### config.mk
export PLATFORM = sky130hd
export DESIGN_NAME = mema_ctrl
export DESIGN_NICKNAME = d
export VERILOG_FILES = /design/src/rtl/mema_ctrl_pkg.sv /design/src/rtl/mema_ctrl_skew_window.sv /design/src/rtl/mema_ctrl.sv
export SDC_FILE = /design/constraint.sdc
export NUM_CORES = 1
export LEC_CHECK = 0
export BUFFER_PORTS_ARGS = -buffer_cell sky130_fd_sc_hd__buf_2
export CAP_MARGIN = 20
export CORE_MARGIN = 10
export CORE_UTILIZATION = 28
export CTS_CLUSTER_DIAMETER = 120
export CTS_CLUSTER_SIZE = 24
export DETAILED_ROUTE_END_ITERATION = 8
export PLACE_DENSITY = 0.71
export SYNTH_ARGS = -nofsm -noshare
export SYNTH_HDL_FRONTEND = slang
export SYNTH_SLANG_ARGS = --single-unit
### constraint.sdc
create_clock -name clk -period 3.8 [get_ports clk]
set_input_delay 0.76 -clock clk [delete_from_list [all_inputs] [get_ports clk]]
set_output_delay 0.76 -clock clk [all_outputs]
set_load 0.01 [all_outputs]
### src/rtl/mema_ctrl_pkg.sv
// Shared types and sizing helpers for the A-buffer load/stream controller.
package mema_ctrl_pkg;

   typedef enum logic [1:0] {
      IDLE   = 2'd0,
      LOAD   = 2'd1,
      STREAM = 2'd2,
      DONE   = 2'd3
   } state_e;

   // Number of enabled stream cycles needed to skew DIM lanes through the array.
   function automatic int STREAM_LEN(input int dim);
      return 2 * dim - 1;
   endfunction

   // Counter width able to hold 0..n-1, never narrower than one bit.
   function automatic int cnt_w(input int n);
      return (n > 1) ? $clog2(n) : 1;
   endfunction

endpackage

### src/rtl/mema_ctrl_skew_window.sv
// Lane-valid mask: lane i is live while the stream counter lies in [i, i+DIM-1].
module skew_window
   import mema_ctrl_pkg::*;
#(
   parameter int DIM   = 8,
   parameter int CNT_W = 4
) (
   input  logic [CNT_W-1:0] cnt,
   input  logic             en,
   output logic [DIM-1:0]   mask
);

   // Diagonal window per lane, gated by the stream enable.
   always_comb begin
      mask = '0;
      for (int i = 0; i < DIM; i++) begin
         if (en && (int'(cnt) >= i) && (int'(cnt) <= i + DIM - 1)) begin
            mask[i] = 1'b1;
         end
      end
   end

endmodule

### src/rtl/mema_ctrl.sv
// Controller that loads DIM rows of A into the buffer, then streams them
// skewed into the array for 2*DIM-1 enabled cycles.
//
//   state  | meaning
//   IDLE   | waiting for start
//   LOAD   | accepting rows 0..DIM-1, one write per in_valid
//   STREAM | shifting the buffer while not stalled
//   DONE   | one-cycle completion pulse, then back to IDLE
module mema_ctrl
   import mema_ctrl_pkg::*;
#(
   parameter int BITS_AB = 8,
   parameter int DIM     = 8
) (
   input  logic                                  clk,
   input  logic                                  rst,
   input  logic                                  start,
   input  logic                                  in_valid,
   output logic                                  in_ready,
   input  logic signed [DIM-1:0][BITS_AB-1:0]    in_data,
   input  logic                                  stall,
   output logic                                  mem_wren,
   output logic [cnt_w(DIM)-1:0]                 mem_arow,
   output logic signed [DIM-1:0][BITS_AB-1:0]    mem_ain,
   output logic                                  mem_en,
   output logic [DIM-1:0]                        lane_valid,
   output logic                                  busy,
   output logic                                  done
);

   localparam int ROW_W = cnt_w(DIM);
   localparam int SLEN  = STREAM_LEN(DIM);
   localparam int CNT_W = cnt_w(SLEN);

   localparam logic [ROW_W-1:0] ROW_LAST = ROW_W'(DIM - 1);
   localparam logic [CNT_W-1:0] CNT_LAST = CNT_W'(SLEN - 1);

   state_e             state_q, state_d;
   logic [ROW_W-1:0]   row_q, row_d;
   logic [CNT_W-1:0]   cnt_q, cnt_d;

   // State and counter registers with synchronous reset.
   always_ff @(posedge clk) begin
      if (rst) begin
         state_q <= IDLE;
         row_q   <= '0;
         cnt_q   <= '0;
      end else begin
         state_q <= state_d;
         row_q   <= row_d;
         cnt_q   <= cnt_d;
      end
   end

   // Next-state, counter updates and state-decoded outputs.
   always_comb begin
      state_d  = state_q;
      row_d    = row_q;
      cnt_d    = cnt_q;
      in_ready = 1'b0;
      mem_en   = 1'b0;
      busy     = 1'b1;
      done     = 1'b0;
      case (state_q)
         IDLE: begin
            busy = 1'b0;
            if (start) begin
               state_d = LOAD;
               row_d   = '0;
            end
         end
         LOAD: begin
            in_ready = 1'b1;
            if (in_valid) begin
               if (row_q == ROW_LAST) begin
                  // Row counter returns to 0 so mem_arow idles at 0 while streaming.
                  row_d   = '0;
                  cnt_d   = '0;
                  state_d = STREAM;
               end else begin
                  row_d = row_q + 1'b1;
               end
            end
         end
         STREAM: begin
            mem_en = ~stall;
            if (!stall) begin
               if (cnt_q == CNT_LAST) begin
                  state_d = DONE;
               end else begin
                  cnt_d = cnt_q + 1'b1;
               end
            end
         end
         DONE: begin
            done    = 1'b1;
            state_d = IDLE;
         end
         default: begin
            state_d = IDLE;
         end
      endcase
   end

   // Buffer write path; in_ready is only high in LOAD so it never overlaps mem_en.
   assign mem_wren = in_valid & in_ready;
   assign mem_ain  = in_data;
   assign mem_arow = row_q;

   skew_window #(
      .DIM   (DIM),
      .CNT_W (CNT_W)
   ) u_skew_window (
      .cnt  (cnt_q),
      .en   (mem_en),
      .mask (lane_valid)
   );

endmodule

==> impl_metrics.toml, run 1 <==
[outcome]
status = "completed"

[placement]
hpwlAfterDp_mm = 1.658
dp_slack_ns = 1.492
gp_congestion = 0.7888
io_buffers = 20

[routing]
drcViolationCount = 0
antenna_left = 0
drt-initial-drc-count = 41
routed-via-count = 791
wirelength_mm = 2.152
viasPerCell = 4.708
wire_per_inst_um = 12.81
firstDrtPassIters = 4

[global_routing]
grt.total_usage = 0.05811
antenna_found_initial = 0
grt-ovfl-total = 0
first_global_vias = 770
grt_max_degree = 18
grt_pass1_wl_mm = 3.601

[sta]
fin_ws_ns = 1.344
fin_crit_sh = 0.6463
skew_ns = 0.003174
min_period_ns = 2.456
maxSlewViolCount = 0
grt_setup_unrepaired = "false"
tightestPinTransition_ns = 0.5131
slew_headroom = 0.6575
hold_viol = 0
timing.fmax_mhz = 407.2
tns_ns = 0
setup-violations-final = 0

[worst_hold_path]
hold_path.startpoint = "mem_arow[1]$_SDFFE_PP0P_"
hold_class = "flip-flop to flip-flop"
min_delay_path_depth = 2
hold_end = "mem_arow[1]$_SDFFE_PP0P_"

[critical_path]
rrSetupSlack_ns = 2.15
r2r-end = "cnt_q[0]$_SDFFE_PP0P_"
crit_required_ns = 3.04
startpoint_type = "flip-flop"
crit_type = "flip-flop to output port"
rr_worst_depth = 6
arrival_ns = 1.70
critical_path.endpoint_type = "output port"
r2r_start = "mem_arow[0]$_SDFFE_PP0P_"
cp_max_fo = 7

[synthesis]
synth.ff_latch_count = 9
yosysSeqAreaShare = 0.1444
async_flop_share = 0
yosys_warnings = 0
syn_nets = 239
synthFlopType = "dfxtp_1"
yosysUniqueCellTypes = 35
netlist_area_um2 = 1247
synth_edf_count = 0
syn_area_per_cell_um2 = 7.797
synthCells = 160

[job]
maxCapViolCount = 0

[clock_network]
cts_buffer_depth = 2
hold_buffers = 0
cts-resized-gates = 0
clkSinkCount = 9
htree_levels = 1
clk_pin_slew_ns = 0.04
cts_tree = "yes"
cts_buffers = 3
cts_root_buffer = "clkbuf_8"
clk_latency_ns = 0.24
post-cts-setup-buffers = 0

[cells_and_area]
areaGrowthSynthToFinish_pct = -23.17
final_util = 0.2216
final_cell_mix = "buf_2, ha_1, dfxtp_1"
mostFrequentLayoutCell = "buf_2"
diodes = 0
n_fill_cell = 506
nets = 196
drive_gt1_frac = 0.2586

[pwr]
finalPower_w = 0.0004700
leakage_nw = 0.4550
powerDensity_nw_per_um2 = 490.3
ir_drop_mv = 0.1816

[floorplan]
die_area_um2 = 7525
start_util = 0.2885
die_w_um = 86.75
coreArea_um2 = 4324
pin_count = 149
row_count = 24
die_y_um = 86.75
routing by layer:
layer | up-vias | global-route usage | wire (µm)
met5 | - | 0 | 0
met4 | 0 | 0.04418 | 90
met3 | 19 | 0.03940 | 302
met2 | 37 | 0.07383 | 826
met1 | 356 | 0.06574 | 933
li1 | 379 | - | -
report_power, final:
group	internal (W)	total (W)	switching, W
clock network	0.0000734	0.000115	0.0000411
logic	0.0000978	0.000231	0.000133
registers	0.000108	0.000124	0.0000157
worst max-delay path by stage:
| stage | slack (ns) | depth (start not counted) | startpoint | end |
|---|---|---|---|---|
| 2_1_floorplan | 1.62 | 2 | stall | lane_valid[5] |
| 3_3_place_gp | 1.49 | 4 | stall | lane_valid[5] |
| 3_5_place_dp | 1.49 | 4 | stall | lane_valid[5] |
| 4_1_cts | 1.32 | 5 | state_q[0]$_SDFFE_PP0P_ | lane_valid[5] |
| 5_1_grt | 1.24 | 5 | state_q[0]$_SDFFE_PP0P_ | lane_valid[5] |
| 6_report | 1.34 | 5 | state_q[0]$_SDFFE_PP0P_ | lane_valid[5] |
flip-flops by register name, indices dropped and copies added (netlist names):
register  cells
cnt_q         4
mem_arow      3
state_q       2
layout make-up:
type / count / area, µm² / share of cell area
clock buffers: 4 / 45.04 / 0.04700
flip-flops and latches: 9 / 180.2 / 0.1880
repair buffers: 20 / 100.1 / 0.1044
inverters: 9 / 33.78 / 0.03525
multi-input cells: 74 / 534.3 / 0.5574
well taps: 52 / 65.06 / 0.06789
critical path: stages, from the launching register on:
cell and delay, ns:
dfxtp_1 0.34, inv_1 0.09, ha_1 0.29, or2b_4 0.34, a311oi_1 0.23, buf_2 0.17
kinds of logic after synthesis:
family                     count (synthesis)  synth area share
and+or+nand+nor                           38            0.1775
muxes                                      2           0.01605
buffers and inverters                     77            0.4273
adders and majority gates                 10            0.1003
AOI/OAI and AO/OA                         23            0.1274
xor gates and xnor gates                   1          0.007022
DFF                                        9            0.1444
stage by stage:
step                      std cells  area (µm²)  hold slack [ns]
after floorplan                 160        1247           0.4821
after global routing            168       958.4           0.5261
after CTS                       168       958.4           0.4867
after global placement          164       913.4           0.4802
final                           168       958.4           0.4882
after detailed placement        164       913.4           0.4773
cells in the mapped netlist, drive strengths merged, types with 2 or more instances:
library cell | count | area share
dfxtp | 9 | 0.14
a21oi | 9 | 0.039
ha | 10 | 0.10
nand2b | 9 | 0.047
nand2 | 4 | 0.012
nand4b | 2 | 0.014
o311a | 2 | 0.016
nor3 | 3 | 0.012
and2 | 2 | 0.012
nor2 | 8 | 0.024
inv | 9 | 0.027
buf | 67 | 0.40
mux2i | 2 | 0.016
o21ai | 4 | 0.016
nand3 | 4 | 0.016
Power figures use the tool's default switching activity.
==> inputs of run 2 (changes only) <==
--- a/config.mk
+++ b/config.mk
@@ -12,7 +12,7 @@
 export CTS_CLUSTER_DIAMETER = 120
 export CTS_CLUSTER_SIZE = 24
 export DETAILED_ROUTE_END_ITERATION = 8
-export PLACE_DENSITY = 0.71
+export PLACE_DENSITY = 0.74
 export SYNTH_ARGS = -nofsm -noshare
 export SYNTH_HDL_FRONTEND = slang
 export SYNTH_SLANG_ARGS = --single-unit
==> constraint.sdc (replaced) <==
create_clock -name clk -period 2.25 [get_ports clk]
set_input_delay 0.45 -clock clk [delete_from_list [all_inputs] [get_ports clk]]
set_output_delay 0.45 -clock clk [all_outputs]
set_load 0.01 [all_outputs]
==> run 2 against run 1 <==
  * Global-route usage increased by 0.12 points
  * Power is 70% higher
  * Highest routed layer unchanged
  * Sequential power is 69% higher
  * Worst hold slack got worse by 0.0031 ns
  * Via count decreased by 3.0%
==> impl_metrics.toml, run 2 (synthesized netlist as in run 1, its figures left out) <==
[clock_network]
hold_buffers = 0
cts_root_buffer = "clkbuf_8"
cts_tree = "yes"
cts_buffers = 3
clkSinkCount = 9
clk_pin_slew_ns = 0.05
htree_levels = 1
clk_latency_ns = 0.23
cts_buffer_depth = 2

[critical_path]
startpoint_type = "flip-flop"
rrSetupSlack_ns = 0.55
r2r_start = "state_q[1]$_SDFFE_PP0P_"
crit_required_ns = 1.80
worstPathCellList = "inv_1 > ha_2 > or2b_4 > a311oi_1 > buf_2"
arrival_ns = 1.66
critical_path.endpoint_type = "output port"
cpPeakStageDelay_ns = 0.34
cp_top_family = "flip-flops"
crit_type = "flip-flop to output port"
r2r-end = "cnt_q[0]$_SDFFE_PP0P_"
critPathBufInv = 2
cp_num_cells = 5
startpoint = "state_q[0]$_SDFFE_PP0P_"
endpoint = "lane_valid[5]"
critPathSlowestCell = "dfxtp_1"
rr_worst_depth = 6
cp_max_fo = 7

[routing]
wire_per_inst_um = 13.47
firstDrtPassIters = 4
wirelength_mm = 2.263
drcViolationCount = 0
drt-initial-drc-count = 33
viasPerCell = 4.565
antenna_left = 0
routed-via-count = 767

[floorplan]
start_util = 0.2885
row_count = 24
coreArea_um2 = 4324
pin_count = 149
die_area_um2 = 7525
die_y_um = 86.75
die_w_um = 86.75

[cells_and_area]
final_cell_area_um2 = 960.9
mostFrequentLayoutCell = "buf_2"
final_cell_mix = "buf_2, ha_1, dfxtp_1"
largest_register = "cnt_q"
stdcell_count = 168
largest_reg_flops = 4
n_fill_cell = 493
diodes = 0
areaGrowthSynthToFinish_pct = -22.97
drive_gt1_frac = 0.2672
nets = 196

[placement]
hpwlAfterDp_mm = 1.766
dp.cells = 164
post_dp_cell_area_um2 = 913.4
io_buffers = 20
gp_congestion = 0.7891
dp_slack_ns = 0.3350

[job]
maxCapViolCount = 0

[sta]
fin_crit_sh = 0.9387
setup-violations-final = 0
slew_headroom = 0.6588
min_period_ns = 2.112
timing.fmax_mhz = 473.5
fin_ws_ns = 0.1380
maxSlewViolCount = 0
grt_setup_unrepaired = "false"
hold_viol = 0
tns_ns = 0
skew_ns = 0.002356
tightestPinTransition_ns = 0.5111

[global_routing]
first_global_vias = 801
grtUsageMet1 = 0.06207
antenna_found_initial = 0
grtUsageMet2 = 0.08121
grt.total_usage = 0.05927
grt_use_met3 = 0.04597
top_usage_layer = "met2"
grt_pass1_wl_mm = 3.691
grt_max_degree = 18
grt-ovfl-total = 0

[pwr]
powerDensity_nw_per_um2 = 832.8
ir_drop_mv = 0.3577
leakage_nw = 0.4534

[worst_hold_path]
hold_class = "flip-flop to flip-flop"

[outcome]
status = "completed"
[run 2: cell counts in the layout (fill, tap and decap cells not counted)]
No cell type changed its count.
[run 2: metrics by stage]
stage	total power, W	utilization	hold slack, ns
after detailed placement	0.0006138	0.2112	0.4879
after floorplan	0.0006170	-	0.4821
after CTS	0.0008123	0.2216	0.4949
after global placement	0.0006032	0.2112	0.4792
after global routing	0.0008676	0.2222	0.5169
final	0.0008002	0.2222	0.4851
[run 2: where the power goes]
part           internal, W  leakage [nW]  switching (W)
Clock             0.000124        0.0228      0.0000658
Combinational     0.000168         0.358       0.000233
Sequential        0.000183        0.0729      0.0000265
Total             0.000475         0.453       0.000326
[run 2: layout make-up]
type | instances | area [µm²] | area share
multi-input combinational | 74 | 536.8 | 0.5586
sequential | 9 | 180.2 | 0.1875
timing repair buffer | 20 | 100.1 | 0.1042
tap | 52 | 65.06 | 0.06771
clock buffer | 4 | 45.04 | 0.04687
inverter | 9 | 33.78 | 0.03516
[run 2: what timing repair did]
item	4_1_cts	5_1_grt
setup endpoints to repair	0	1
gates resized for setup	0	1
buffers inserted	0	0
[run 2: how the worst min path moves through the flow]
stage | to | cells after the start | slack (ns) | startpoint
CTS | mem_arow[2]$_SDFFE_PP0P_ | 2 | 0.49 | mem_arow[2]$_SDFFE_PP0P_
global route | mem_arow[1]$_SDFFE_PP0P_ | 2 | 0.52 | mem_arow[1]$_SDFFE_PP0P_
floorplan | state_q[1]$_SDFFE_PP0P_ | 2 | 0.48 | state_q[1]$_SDFFE_PP0P_
detailed placement | mem_arow[2]$_SDFFE_PP0P_ | 2 | 0.49 | mem_arow[2]$_SDFFE_PP0P_
global placement | mem_arow[1]$_SDFFE_PP0P_ | 2 | 0.48 | mem_arow[1]$_SDFFE_PP0P_
finish | mem_arow[2]$_SDFFE_PP0P_ | 2 | 0.49 | mem_arow[2]$_SDFFE_PP0P_
[run 2: per-layer routing]
metal | vias to the layer above | share of wire
li1 | 377 | -
met1 | 331 | 0.42
met2 | 36 | 0.38
met3 | 23 | 0.16
met4 | 0 | 0.035
met5 | - | 0
[run 2: worst min-delay path: cells and delay by family (launching register included)]
| family | cells | cell delay, ns |
|---|---|---|
| flops | 1 | 0.32 |
| simple gates | 1 | 0.07 |
| compound gates | 1 | 0.05 |
==> inputs of run 3 (changes only) <==
--- a/config.mk
+++ b/config.mk
@@ -7,7 +7,7 @@
 export LEC_CHECK = 0
 export BUFFER_PORTS_ARGS = -buffer_cell sky130_fd_sc_hd__buf_2
 export CAP_MARGIN = 20
-export CORE_MARGIN = 10
+export CORE_MARGIN = 4
 export CORE_UTILIZATION = 28
 export CTS_CLUSTER_DIAMETER = 120
 export CTS_CLUSTER_SIZE = 24
==> run 3 against run 2 <==
  * Register-to-register slack gained 0.03 ns
  * First-iteration DRC count grew 9.1%
  * Critical path depth unchanged
  * Sequential power about the same
  * Die area fell by 26%
  * Clock power increased by 5%
  * Final cell count is the same
  * Clock-buffer cell count unchanged
  * Fmax decreased by 0.20%
  * Setup slack worse by 0.0042 ns
  * Core utilization did not move
  * Cell area did not move
  * Critical endpoint unchanged
==> impl_metrics.toml, run 3 (synthesized netlist as in run 1, its figures left out) <==
[outcome]
status = "completed"

[sta]
slew_headroom = 0.6528
grt_setup_unrepaired = "false"
hold_viol = 0
tns_ns = 0
skew_ns = 0.001519
tightestPinTransition_ns = 0.5201
fin_crit_sh = 0.9405
min_period_ns = 2.116
setup-violations-final = 0
fin_ws_ns = 0.1338
timing.fmax_mhz = 472.5
maxSlewViolCount = 0

[pwr]
powerDensity_nw_per_um2 = 839.8
ir_drop_mv = 0.3692
leakage_nw = 0.4534

[floorplan]
die_area_um2 = 5587
coreArea_um2 = 4324
die_y_um = 74.75
start_util = 0.2885
die_w_um = 74.75
pin_count = 149
row_count = 24

[clock_network]
clk_pin_slew_ns = 0.05
cts_buffers = 3
cts_buffer_depth = 2
cts-resized-gates = 0
clk_latency_ns = 0.24
post-cts-setup-buffers = 0
hold_buffers = 0
cts_root_buffer = "clkbuf_8"
htree_levels = 1
clkSinkCount = 9
cts_tree = "yes"

[critical_path]
critPathBufInv = 2
crit_type = "flip-flop to output port"
startpoint_type = "flip-flop"
cpPeakStageDelay_ns = 0.34
arrival_ns = 1.67
rr_worst_depth = 6
cp_max_fo = 7
cp_top_family = "flip-flops"
crit_required_ns = 1.80
worstPathCellList = "inv_1 > ha_2 > or2b_4 > a311oi_1 > buf_2"
critPathSlowestCell = "dfxtp_1"
critical_path.endpoint_type = "output port"
cp_num_cells = 5

[routing]
antenna_left = 0
viasPerCell = 4.524
firstDrtPassIters = 4
wire_per_inst_um = 12.57
drcViolationCount = 0
routed-via-count = 760
wirelength_mm = 2.111
drt-initial-drc-count = 36

[global_routing]
grtUsageMet2 = 0.09659
grt_use_met3 = 0.04005
grt_max_degree = 18
top_usage_layer = "met2"
first_global_vias = 709
grt.total_usage = 0.07644
grt-ovfl-total = 0
antenna_found_initial = 0
grtUsageMet1 = 0.09448
grt_pass1_wl_mm = 3.339

[cells_and_area]
n_fill_cell = 499
drive_gt1_frac = 0.2672
diodes = 0
final_cell_mix = "buf_2, ha_1, dfxtp_1"
nets = 196
largest_reg_flops = 4
stdcell_count = 168
mostFrequentLayoutCell = "buf_2"
largest_register = "cnt_q"
areaGrowthSynthToFinish_pct = -22.97
final_util = 0.2222

[placement]
hpwlAfterDp_mm = 1.555
dp_slack_ns = 0.3517
io_buffers = 20
dp.cells = 164
gp_congestion = 0.7719

[worst_hold_path]
min_delay_path_depth = 2
hold_class = "flip-flop to flip-flop"

[job]
maxCapViolCount = 0
-- run 3: cell counts in the layout (fill, tap and decap cells not counted) --
No cell type changed its count.
-- run 3: layout make-up --
class / count / area, µm² / area share
Multi-Input combinational cell: 74 / 536.8 / 0.5586
Sequential cell: 9 / 180.2 / 0.1875
Timing Repair Buffer: 20 / 100.1 / 0.1042
Tap cell: 52 / 65.06 / 0.06771
Clock buffer: 4 / 45.04 / 0.04687
Inverter: 9 / 33.78 / 0.03516
-- run 3: through the flow --
step / hold slack [ns] / power, W / area [µm²]
final: 0.4848 / 0.0008070 / 960.9
after global routing: 0.5195 / 0.0008713 / 960.9
after CTS: 0.4930 / 0.0008176 / 958.4
after detailed placement: 0.4875 / 0.0006078 / 913.4
after global placement: 0.4786 / 0.0006016 / 913.4
after floorplan: 0.4821 / 0.0006170 / 1247
-- run 3: metal layers --
metal  vias to the layer above  part of all wire
met5                         -                 0
met2                        34              0.37
li1                        376                 -
met1                       324              0.47
met4                         0             0.053
met3                        26              0.11
-- run 3: path summary, 6_finish.rpt --
| path | from | end | slack, ns |
|---|---|---|---|
| worst max-delay path | state_q[0]$_SDFFE_PP0P_ | lane_valid[5] | 0.13 |
| worst min-delay path | mem_arow[2]$_SDFFE_PP0P_ | mem_arow[2]$_SDFFE_PP0P_ | 0.48 |
| worst max register to register | state_q[1]$_SDFFE_PP0P_ | cnt_q[0]$_SDFFE_PP0P_ | 0.58 |
| worst min register to register | mem_arow[2]$_SDFFE_PP0P_ | mem_arow[2]$_SDFFE_PP0P_ | 0.48 |
-- run 3: where the power goes --
group | internal, W | switching, W | total, W | leakage [nW]
registers | 0.000183 | 0.0000277 | 0.000211 | 0.0729
clock network | 0.000124 | 0.0000739 | 0.000198 | 0.0228
logic | 0.000167 | 0.000231 | 0.000398 | 0.358
total | 0.000475 | 0.000332 | 0.000807 | 0.453
-- run 3: worst reg2reg max path: stages (launching register included) --
cell       delay, ns
dfxtp_1         0.38
inv_1           0.10
ha_1            0.27
nand2b_2        0.14
o2111ai_2       0.20
or3_1           0.41
a21oi_2         0.11
